**src/rtl/cpu_pkg.sv**
```systemverilog
// Shared constants for the multi-cycle controller: opcodes, ALU/PC select codes,
// FSM state encodings and instruction classes.
package cpu_pkg;

    localparam logic [3:0] OpAdd  = 4'h0;
    localparam logic [3:0] OpSub  = 4'h1;
    localparam logic [3:0] OpAnd  = 4'h2;
    localparam logic [3:0] OpOr   = 4'h3;
    localparam logic [3:0] OpSlt  = 4'h4;
    localparam logic [3:0] OpAddi = 4'h5;
    localparam logic [3:0] OpLw   = 4'h6;
    localparam logic [3:0] OpSw   = 4'h7;
    localparam logic [3:0] OpBeq  = 4'h8;
    localparam logic [3:0] OpBne  = 4'h9;
    localparam logic [3:0] OpJal  = 4'hA;
    localparam logic [3:0] OpJr   = 4'hB;
    localparam logic [3:0] OpHalt = 4'hF;

    localparam logic [2:0] AluAdd = 3'b000;
    localparam logic [2:0] AluSub = 3'b001;
    localparam logic [2:0] AluAnd = 3'b010;
    localparam logic [2:0] AluOr  = 3'b011;
    localparam logic [2:0] AluSlt = 3'b100;

    localparam logic [1:0] PcPlus2 = 2'b00;
    localparam logic [1:0] PcImm   = 2'b01;
    localparam logic [1:0] PcAlu   = 2'b10;

    typedef enum logic [2:0] {
        StFetch  = 3'd0,
        StDecode = 3'd1,
        StExec   = 3'd2,
        StMem    = 3'd3,
        StWb     = 3'd4,
        StHalt   = 3'd5
    } state_e;

    typedef enum logic [3:0] {
        ClsRtype,
        ClsAddi,
        ClsLw,
        ClsSw,
        ClsBeq,
        ClsBne,
        ClsJal,
        ClsJr,
        ClsHalt,
        ClsIllegal
    } op_class_e;

endpackage

```
**src/rtl/multi_cycle_ctrl_if.sv**
```systemverilog
// Controller <-> datapath bundle: opcode/status in, control strobes and debug out.
interface multi_cycle_ctrl_if;

    logic [3:0] op;
    logic       zero;
    logic       mem_ready;

    logic       pc_write;
    logic       ir_write;
    logic       wreg;
    logic       wmem;
    logic       memc;
    logic       m2reg;
    logic       alucsrc;
    logic       jal;
    logic [2:0] ALUOp;
    logic [1:0] PCsrc;
    logic [2:0] state;
    logic       halted;
    logic       illegal;
    logic       mem_err;

    // Datapath side.
    modport master (
        output op, zero, mem_ready,
        input  pc_write, ir_write, wreg, wmem, memc, m2reg, alucsrc, jal,
        input  ALUOp, PCsrc, state, halted, illegal, mem_err
    );

    // Controller side.
    modport slave (
        input  op, zero, mem_ready,
        output pc_write, ir_write, wreg, wmem, memc, m2reg, alucsrc, jal,
        output ALUOp, PCsrc, state, halted, illegal, mem_err
    );

endinterface

```
**src/rtl/ctrl_decode.sv**
```systemverilog
// Combinational opcode decoder: instruction class plus the ALU function it needs.
module ctrl_decode
    import cpu_pkg::*;
(
    input  logic [3:0] op_i,
    output op_class_e  cls_o,
    output logic [2:0] alu_op_o
);

    always_comb begin
        cls_o    = ClsIllegal;
        alu_op_o = AluAdd;
        case (op_i)
            OpAdd:  begin cls_o = ClsRtype; alu_op_o = AluAdd; end
            OpSub:  begin cls_o = ClsRtype; alu_op_o = AluSub; end
            OpAnd:  begin cls_o = ClsRtype; alu_op_o = AluAnd; end
            OpOr:   begin cls_o = ClsRtype; alu_op_o = AluOr;  end
            OpSlt:  begin cls_o = ClsRtype; alu_op_o = AluSlt; end
            OpAddi: cls_o = ClsAddi;
            OpLw:   cls_o = ClsLw;
            OpSw:   cls_o = ClsSw;
            OpBeq:  begin cls_o = ClsBeq; alu_op_o = AluSub; end
            OpBne:  begin cls_o = ClsBne; alu_op_o = AluSub; end
            OpJal:  cls_o = ClsJal;
            OpJr:   cls_o = ClsJr;
            OpHalt: cls_o = ClsHalt;
            default: cls_o = ClsIllegal;
        endcase
    end

endmodule

```
**src/rtl/multi_cycle_ctrl.sv**
```systemverilog
// Multi-cycle CPU control FSM: sequences FETCH/DECODE/EXEC/MEM/WB, bounds memory
// waits with a timeout, and drives datapath controls from the latched opcode.
module multi_cycle_ctrl
    import cpu_pkg::*;
#(
    parameter int unsigned MEM_TIMEOUT = 15
) (
    input  logic              CLK,
    input  logic              RESET,
    multi_cycle_ctrl_if.slave bus
);

    localparam int unsigned CntW = $clog2(MEM_TIMEOUT + 1);

    state_e          state_q;
    logic [3:0]      op_q;
    logic [CntW-1:0] cnt_q;

    op_class_e  in_cls;
    op_class_e  q_cls;
    logic [2:0] in_alu;
    logic [2:0] q_alu;
    logic       timeout_hit;

    // DECODE looks at the live opcode; later states use the latched copy.
    ctrl_decode u_decode_in (
        .op_i     (bus.op),
        .cls_o    (in_cls),
        .alu_op_o (in_alu)
    );

    ctrl_decode u_decode_q (
        .op_i     (op_q),
        .cls_o    (q_cls),
        .alu_op_o (q_alu)
    );

    assign timeout_hit = !bus.mem_ready && (cnt_q == CntW'(MEM_TIMEOUT - 1));

    always_ff @(posedge CLK) begin
        if (!RESET) begin
            state_q <= StFetch;
            op_q    <= '0;
            cnt_q   <= '0;
        end else begin
            unique case (state_q)
                StFetch: state_q <= StDecode;
                StDecode: begin
                    op_q <= bus.op;
                    if (in_cls == ClsHalt) begin
                        state_q <= StHalt;
                    end else if (in_cls == ClsIllegal) begin
                        state_q <= StFetch;
                    end else begin
                        state_q <= StExec;
                    end
                end
                StExec: begin
                    case (q_cls)
                        ClsRtype, ClsAddi: state_q <= StWb;
                        ClsLw, ClsSw:      state_q <= StMem;
                        default:           state_q <= StFetch;
                    endcase
                end
                StMem: begin
                    if (bus.mem_ready) begin
                        cnt_q   <= '0;
                        state_q <= (q_cls == ClsLw) ? StWb : StFetch;
                    end else if (timeout_hit) begin
                        cnt_q   <= '0;
                        state_q <= StFetch;
                    end else begin
                        cnt_q <= cnt_q + 1'b1;
                    end
                end
                StWb:   state_q <= StFetch;
                StHalt: state_q <= StHalt;
                default: state_q <= StFetch;
            endcase
        end
    end

    // Controls are gated by RESET so nothing is written on a reset cycle.
    always_comb begin
        bus.ir_write = 1'b0;
        bus.pc_write = 1'b0;
        bus.wreg     = 1'b0;
        bus.wmem     = 1'b0;
        bus.memc     = 1'b0;
        bus.m2reg    = 1'b0;
        bus.alucsrc  = 1'b0;
        bus.jal      = 1'b0;
        bus.ALUOp    = AluAdd;
        bus.PCsrc    = PcPlus2;
        bus.halted   = 1'b0;
        bus.illegal  = 1'b0;
        bus.mem_err  = 1'b0;
        if (RESET) begin
            unique case (state_q)
                StFetch: bus.ir_write = 1'b1;
                StDecode: begin
                    if (in_cls == ClsIllegal) begin
                        bus.illegal  = 1'b1;
                        bus.pc_write = 1'b1;
                    end
                end
                StExec: begin
                    bus.ALUOp = q_alu;
                    case (q_cls)
                        ClsAddi, ClsLw, ClsSw: bus.alucsrc = 1'b1;
                        ClsBeq: begin
                            bus.pc_write = 1'b1;
                            if (bus.zero) bus.PCsrc = PcImm;
                        end
                        ClsBne: begin
                            bus.pc_write = 1'b1;
                            if (!bus.zero) bus.PCsrc = PcImm;
                        end
                        ClsJal: begin
                            bus.jal      = 1'b1;
                            bus.wreg     = 1'b1;
                            bus.pc_write = 1'b1;
                            bus.PCsrc    = PcImm;
                        end
                        ClsJr: begin
                            bus.pc_write = 1'b1;
                            bus.PCsrc    = PcAlu;
                        end
                        default: ;
                    endcase
                end
                StMem: begin
                    bus.ALUOp   = q_alu;
                    bus.alucsrc = 1'b1;
                    bus.memc    = 1'b1;
                    bus.wmem    = (q_cls == ClsSw);
                    if (bus.mem_ready) begin
                        bus.pc_write = (q_cls == ClsSw);
                    end else if (timeout_hit) begin
                        bus.mem_err  = 1'b1;
                        bus.wmem     = 1'b0;
                        bus.pc_write = 1'b1;
                    end
                end
                StWb: begin
                    bus.ALUOp    = q_alu;
                    bus.wreg     = 1'b1;
                    bus.pc_write = 1'b1;
                    bus.m2reg    = (q_cls == ClsLw);
                    bus.alucsrc  = (q_cls == ClsAddi) || (q_cls == ClsLw);
                end
                StHalt: bus.halted = 1'b1;
                default: ;
            endcase
        end
    end

    assign bus.state = state_q;

endmodule

```
**src/flat_wrapper.sv**
```systemverilog
// flat-port wrapper written by rule: the top's interface ports become plain ports
module multi_cycle_ctrl_flat import cpu_pkg::*;
#(
    parameter int unsigned MEM_TIMEOUT = 15
)
  (CLK, RESET, bus_op, bus_zero, bus_mem_ready, bus_pc_write, bus_ir_write, bus_wreg, bus_wmem, bus_memc, bus_m2reg, bus_alucsrc, bus_jal, bus_ALUOp, bus_PCsrc, bus_state, bus_halted, bus_illegal, bus_mem_err);
  multi_cycle_ctrl_if bus_i ();
  input  logic CLK;
  input  logic RESET;
  input wire logic [$bits(bus_i.op)-1:0] bus_op;
  input wire logic [$bits(bus_i.zero)-1:0] bus_zero;
  input wire logic [$bits(bus_i.mem_ready)-1:0] bus_mem_ready;
  output wire logic [$bits(bus_i.pc_write)-1:0] bus_pc_write;
  output wire logic [$bits(bus_i.ir_write)-1:0] bus_ir_write;
  output wire logic [$bits(bus_i.wreg)-1:0] bus_wreg;
  output wire logic [$bits(bus_i.wmem)-1:0] bus_wmem;
  output wire logic [$bits(bus_i.memc)-1:0] bus_memc;
  output wire logic [$bits(bus_i.m2reg)-1:0] bus_m2reg;
  output wire logic [$bits(bus_i.alucsrc)-1:0] bus_alucsrc;
  output wire logic [$bits(bus_i.jal)-1:0] bus_jal;
  output wire logic [$bits(bus_i.ALUOp)-1:0] bus_ALUOp;
  output wire logic [$bits(bus_i.PCsrc)-1:0] bus_PCsrc;
  output wire logic [$bits(bus_i.state)-1:0] bus_state;
  output wire logic [$bits(bus_i.halted)-1:0] bus_halted;
  output wire logic [$bits(bus_i.illegal)-1:0] bus_illegal;
  output wire logic [$bits(bus_i.mem_err)-1:0] bus_mem_err;
  assign bus_i.op = bus_op;
  assign bus_i.zero = bus_zero;
  assign bus_i.mem_ready = bus_mem_ready;
  assign bus_pc_write = bus_i.pc_write;
  assign bus_ir_write = bus_i.ir_write;
  assign bus_wreg = bus_i.wreg;
  assign bus_wmem = bus_i.wmem;
  assign bus_memc = bus_i.memc;
  assign bus_m2reg = bus_i.m2reg;
  assign bus_alucsrc = bus_i.alucsrc;
  assign bus_jal = bus_i.jal;
  assign bus_ALUOp = bus_i.ALUOp;
  assign bus_PCsrc = bus_i.PCsrc;
  assign bus_state = bus_i.state;
  assign bus_halted = bus_i.halted;
  assign bus_illegal = bus_i.illegal;
  assign bus_mem_err = bus_i.mem_err;
  multi_cycle_ctrl #(.MEM_TIMEOUT(MEM_TIMEOUT)) u_core (.CLK(CLK), .RESET(RESET), .bus(bus_i));
endmodule
```
**config.mk**
```make
export PLATFORM = sky130hd
export DESIGN_NAME = multi_cycle_ctrl_flat
export DESIGN_NICKNAME = d
export VERILOG_FILES = /design/src/rtl/cpu_pkg.sv /design/src/rtl/multi_cycle_ctrl_if.sv /design/src/rtl/ctrl_decode.sv /design/src/rtl/multi_cycle_ctrl.sv /design/src/flat_wrapper.sv
export SDC_FILE = /design/constraint.sdc
export NUM_CORES = 1
export LEC_CHECK = 0
export ABC_CLOCK_PERIOD_IN_PS = 2100
export CAP_MARGIN = 20
export CORE_MARGIN = 4
export CORE_UTILIZATION = 45
export CTS_CLUSTER_SIZE = 20
export DETAILED_ROUTE_END_ITERATION = 8
export GPL_ROUTABILITY_DRIVEN = 0
export GPL_TIMING_DRIVEN = 0
export PLACE_DENSITY = 0.76
export SYNTH_ARGS = -nofsm -noshare
export SYNTH_HDL_FRONTEND = slang
export SYNTH_SLANG_ARGS = --single-unit
```
**constraint.sdc**
```tcl
create_clock -name CLK -period 2.1 [get_ports CLK]
set_input_delay 0.42 -clock CLK [delete_from_list [all_inputs] [get_ports CLK]]
set_output_delay 0.42 -clock CLK [all_outputs]
set_load 0.01 [all_outputs]
```
==> run metrics <==
status=complete, no violations; H-tree level count=1; Worst Setup End Kind=output port; type of the worst min-delay path=flop to flop; Synth Area in Adders=0.0295; largest family of logic cells by synthesized area=simple AND/OR/NAND/NOR gates; post-route ant nets=0; Slew Limit Fails=0; Worst Max-Slew Pin Slew=0.486 ns; Die X=51.5 um; Synth Register Bits=11; Comb power frac=0.434; part of the power in the clock network=0.210; Area Overhead vs Synth=43.7%; Max VDD drop=609 uV; CTS tree=yes; worst-path fanout max=5; Post-Syn Area=850 um^2; max cap viols=0; row count=15; period utilization=0.990; Crit Path Class=flop to output port; max incr delay on CP=0.35 ns; P_int=0.441 mW; die height=51.5 um; Synth async-reset ratio=0; P_leak=0.552 nW; Critical Path Start Type=flop; WHS Path Cells=2; Fin. Hold Viols=0; simple-gate share of the synthesized area=0.381; top_reg_cell synth=dfxtp_1; Worst Skew=0.00591 ns; Critical Path Most Common Cell=buf_4; pwr/cell area=564 mW/mm^2; Seq/Total Area, Yosys=0.259; DRT iter0 DRCs=27; Starting Density=0.482; final setup TNS=0 ns; Hold-fix buffers, CTS=0; # IOs=27; GR Util All Layers=0.197; DRT Pass-1 Iters=4; gr ovfl total=0; Slowest-stage cell, CP=dfxtp_2; DR vias/cell=5.51; layout filler cell count=170; Worst Path Arrival=1.66 ns; share of cells above drive strength 1=0.277; Worst-path clk slew=0.07 ns; layout net count=159; crit path cell chain=buf_6 -> buf_4 -> buf_4 -> and3_1 -> a22oi_1 -> o22ai_1 -> clkdlybuf4s15_2; Layout Cells excl Fill=173; vias in the first global route=889; Fmax=0.481 GHz; RSZ-0062 raised after global routing=true; mux cell area share after synthesis=0.0353; clock buffer depth=2; root buffer cell=clkbuf_4; Synth Instances=112; DRC=0; fin crit period=2.08 ns; Psw=0.247 mW; IO buf count=26; die area=0.00265 mm^2; Slew headroom=0.676; switching share of power=0.359; drt wl/cell=14.2 um; post-DP HPWL=1730 um; post-synthesis compound-gate area fraction=0.211; antenna diode count=0; clk_lat worst skew=0.27 ns; Synth Area in XOR/XNOR=0.0103; Yosys cell types=42; vias=953; core box area=0.00176 mm^2; Synth warnings=0; Critical Path RT=1.68 ns; Post-synth EDFFs=0; CTS buffer count=3; Reg2Reg Depth=6; Post-Route WL=2460 um; first-pass GRT wire length=3930 um; final setup vio count=0; Flop pwr share=0.356; mean post-synth cell area=7.59 um^2; Placed Instances=163; Sink Count=11; largest net degree at the start of global routing=11; Post-Syn Nets=122; initial antenna violation count=0
routing by layer:
metal	routed length (um)	part of all wire	vias up	global-route usage
met5	0	0	-	0
met4	19	0.0077	0	0.0437
met3	123	0.050	4	0.0641
met2	1170	0.48	22	0.328
met1	1140	0.46	439	0.243
li1	-	-	488	-
cell usage in the layout (no fill, tap or decap), types with 2 or more instances in the layout:
cell type / synthesis / layout
o21ai_0: 3 / 3
clkdlybuf4s50_1: 0 / 8
buf_4: 0 / 8
mux2i_1: 3 / 3
nor2b_2: 0 / 2
buf_6: 1 / 2
dlygate4sd2_1: 0 / 10
nand2_1: 7 / 5
and3_1: 4 / 4
nor3_1: 4 / 4
clkbuf_4: 0 / 3
nand2b_1: 2 / 2
nand3_1: 7 / 7
buf_2: 5 / 7
nor3b_2: 2 / 2
ha_1: 2 / 2
nand2_2: 0 / 2
a21oi_1: 10 / 9
clkbuf_2: 0 / 3
inv_1: 5 / 5
nor2_1: 15 / 14
dfxtp_1: 11 / 9
dfxtp_2: 0 / 2
a211oi_1: 2 / 2
critical path: cells and delay by family, from the launching register on:
| kind | cells | cell delay [ns] |
|---|---|---|
| flops | 1 | 0.35 |
| compound gates | 2 | 0.28 |
| buf+inv | 4 | 0.62 |
| simple gates | 1 | 0.14 |
flip-flops by register name, indices dropped and copies added (netlist names):
signal,cells
u_core.op_q,4
u_core.bus.state,3
u_core.cnt_q,4
worst paths after layout:
path | from | to | slack, ns
min | u_core.cnt_q[3] | u_core.cnt_q[3] | 0.54
max reg2reg | u_core.cnt_q[0] | u_core.bus.state[1] | 0.48
min reg2reg | u_core.cnt_q[3] | u_core.cnt_q[3] | 0.54
max | u_core.bus.state[1] | bus_pc_write | 0.02
power by group through the flow:
stage | sequential, mW | clock, mW | combinational, mW
3_3_place_gp | 0.246 | 0 | 0.254
3_5_place_dp | 0.246 | 0 | 0.258
6_report | 0.245 | 0.145 | 0.299
5_1_grt | 0.248 | 0.162 | 0.324
2_1_floorplan | 0.247 | 0 | 0.168
4_1_cts | 0.243 | 0.151 | 0.291
layout make-up:
type,instances,area (um^2),share of cell area
Inverter,5,18.8,0.0154
Clock inverter,1,5.00,0.00410
Multi-Input combinational cell,88,606,0.496
Tap cell,25,31.3,0.0256
Sequential cell,11,223,0.182
Buffer,8,56.3,0.0461
Clock buffer,3,22.5,0.0184
Timing Repair Buffer,32,259,0.212
stage by stage:
stage / instance area [um^2] / hold slack (ns) / power [mW] / setup WS (ns) / util
after floorplan: 850 / 0.489 / 0.415 / 0.299 / -
after global placement: 1140 / 0.509 / 0.500 / -0.530 / 0.647
after detailed placement: 1140 / 0.529 / 0.504 / -0.590 / 0.647
final: 1220 / 0.544 / 0.688 / 0.0211 / 0.692
after global routing: 1220 / 0.586 / 0.734 / -0.0689 / 0.692
after CTS: 1230 / 0.538 / 0.686 / 0.0240 / 0.696
timing repair:
item / 4_1_cts / 5_1_grt
pin swaps: 4 / 1
setup buffers: 6 / 0
setup endpoints to repair: 16 / 7
gates cloned: 0 / 0
resized for setup: 49 / 12
Yosys cell counts (all sizes together) (2+ instances only):
cell / number / share of area
nor3: 4 / 0.024
nor2b: 3 / 0.022
dfxtp: 11 / 0.26
a21oi: 10 / 0.059
buf: 6 / 0.043
nand2: 7 / 0.031
clkbuf: 2 / 0.0088
nand3: 7 / 0.041
mux2i: 3 / 0.035
inv: 5 / 0.022
nand3b: 2 / 0.032
and3: 4 / 0.029
a211oi: 2 / 0.018
nor3b: 3 / 0.038
nand2b: 2 / 0.015
nor2: 15 / 0.066
ha: 2 / 0.029
a2111oi: 2 / 0.022
o21ai: 4 / 0.024
cells by family after synthesis:
kind of cell	after synthesis
AOI/OAI and AO/OA	27
xor gates and xnor gates	1
adders and majority gates	2
buffers and inverters	13
DFF	11
muxes	3
and+or+nand+nor	55
No activity file was read; power rests on OpenSTA's default activity.
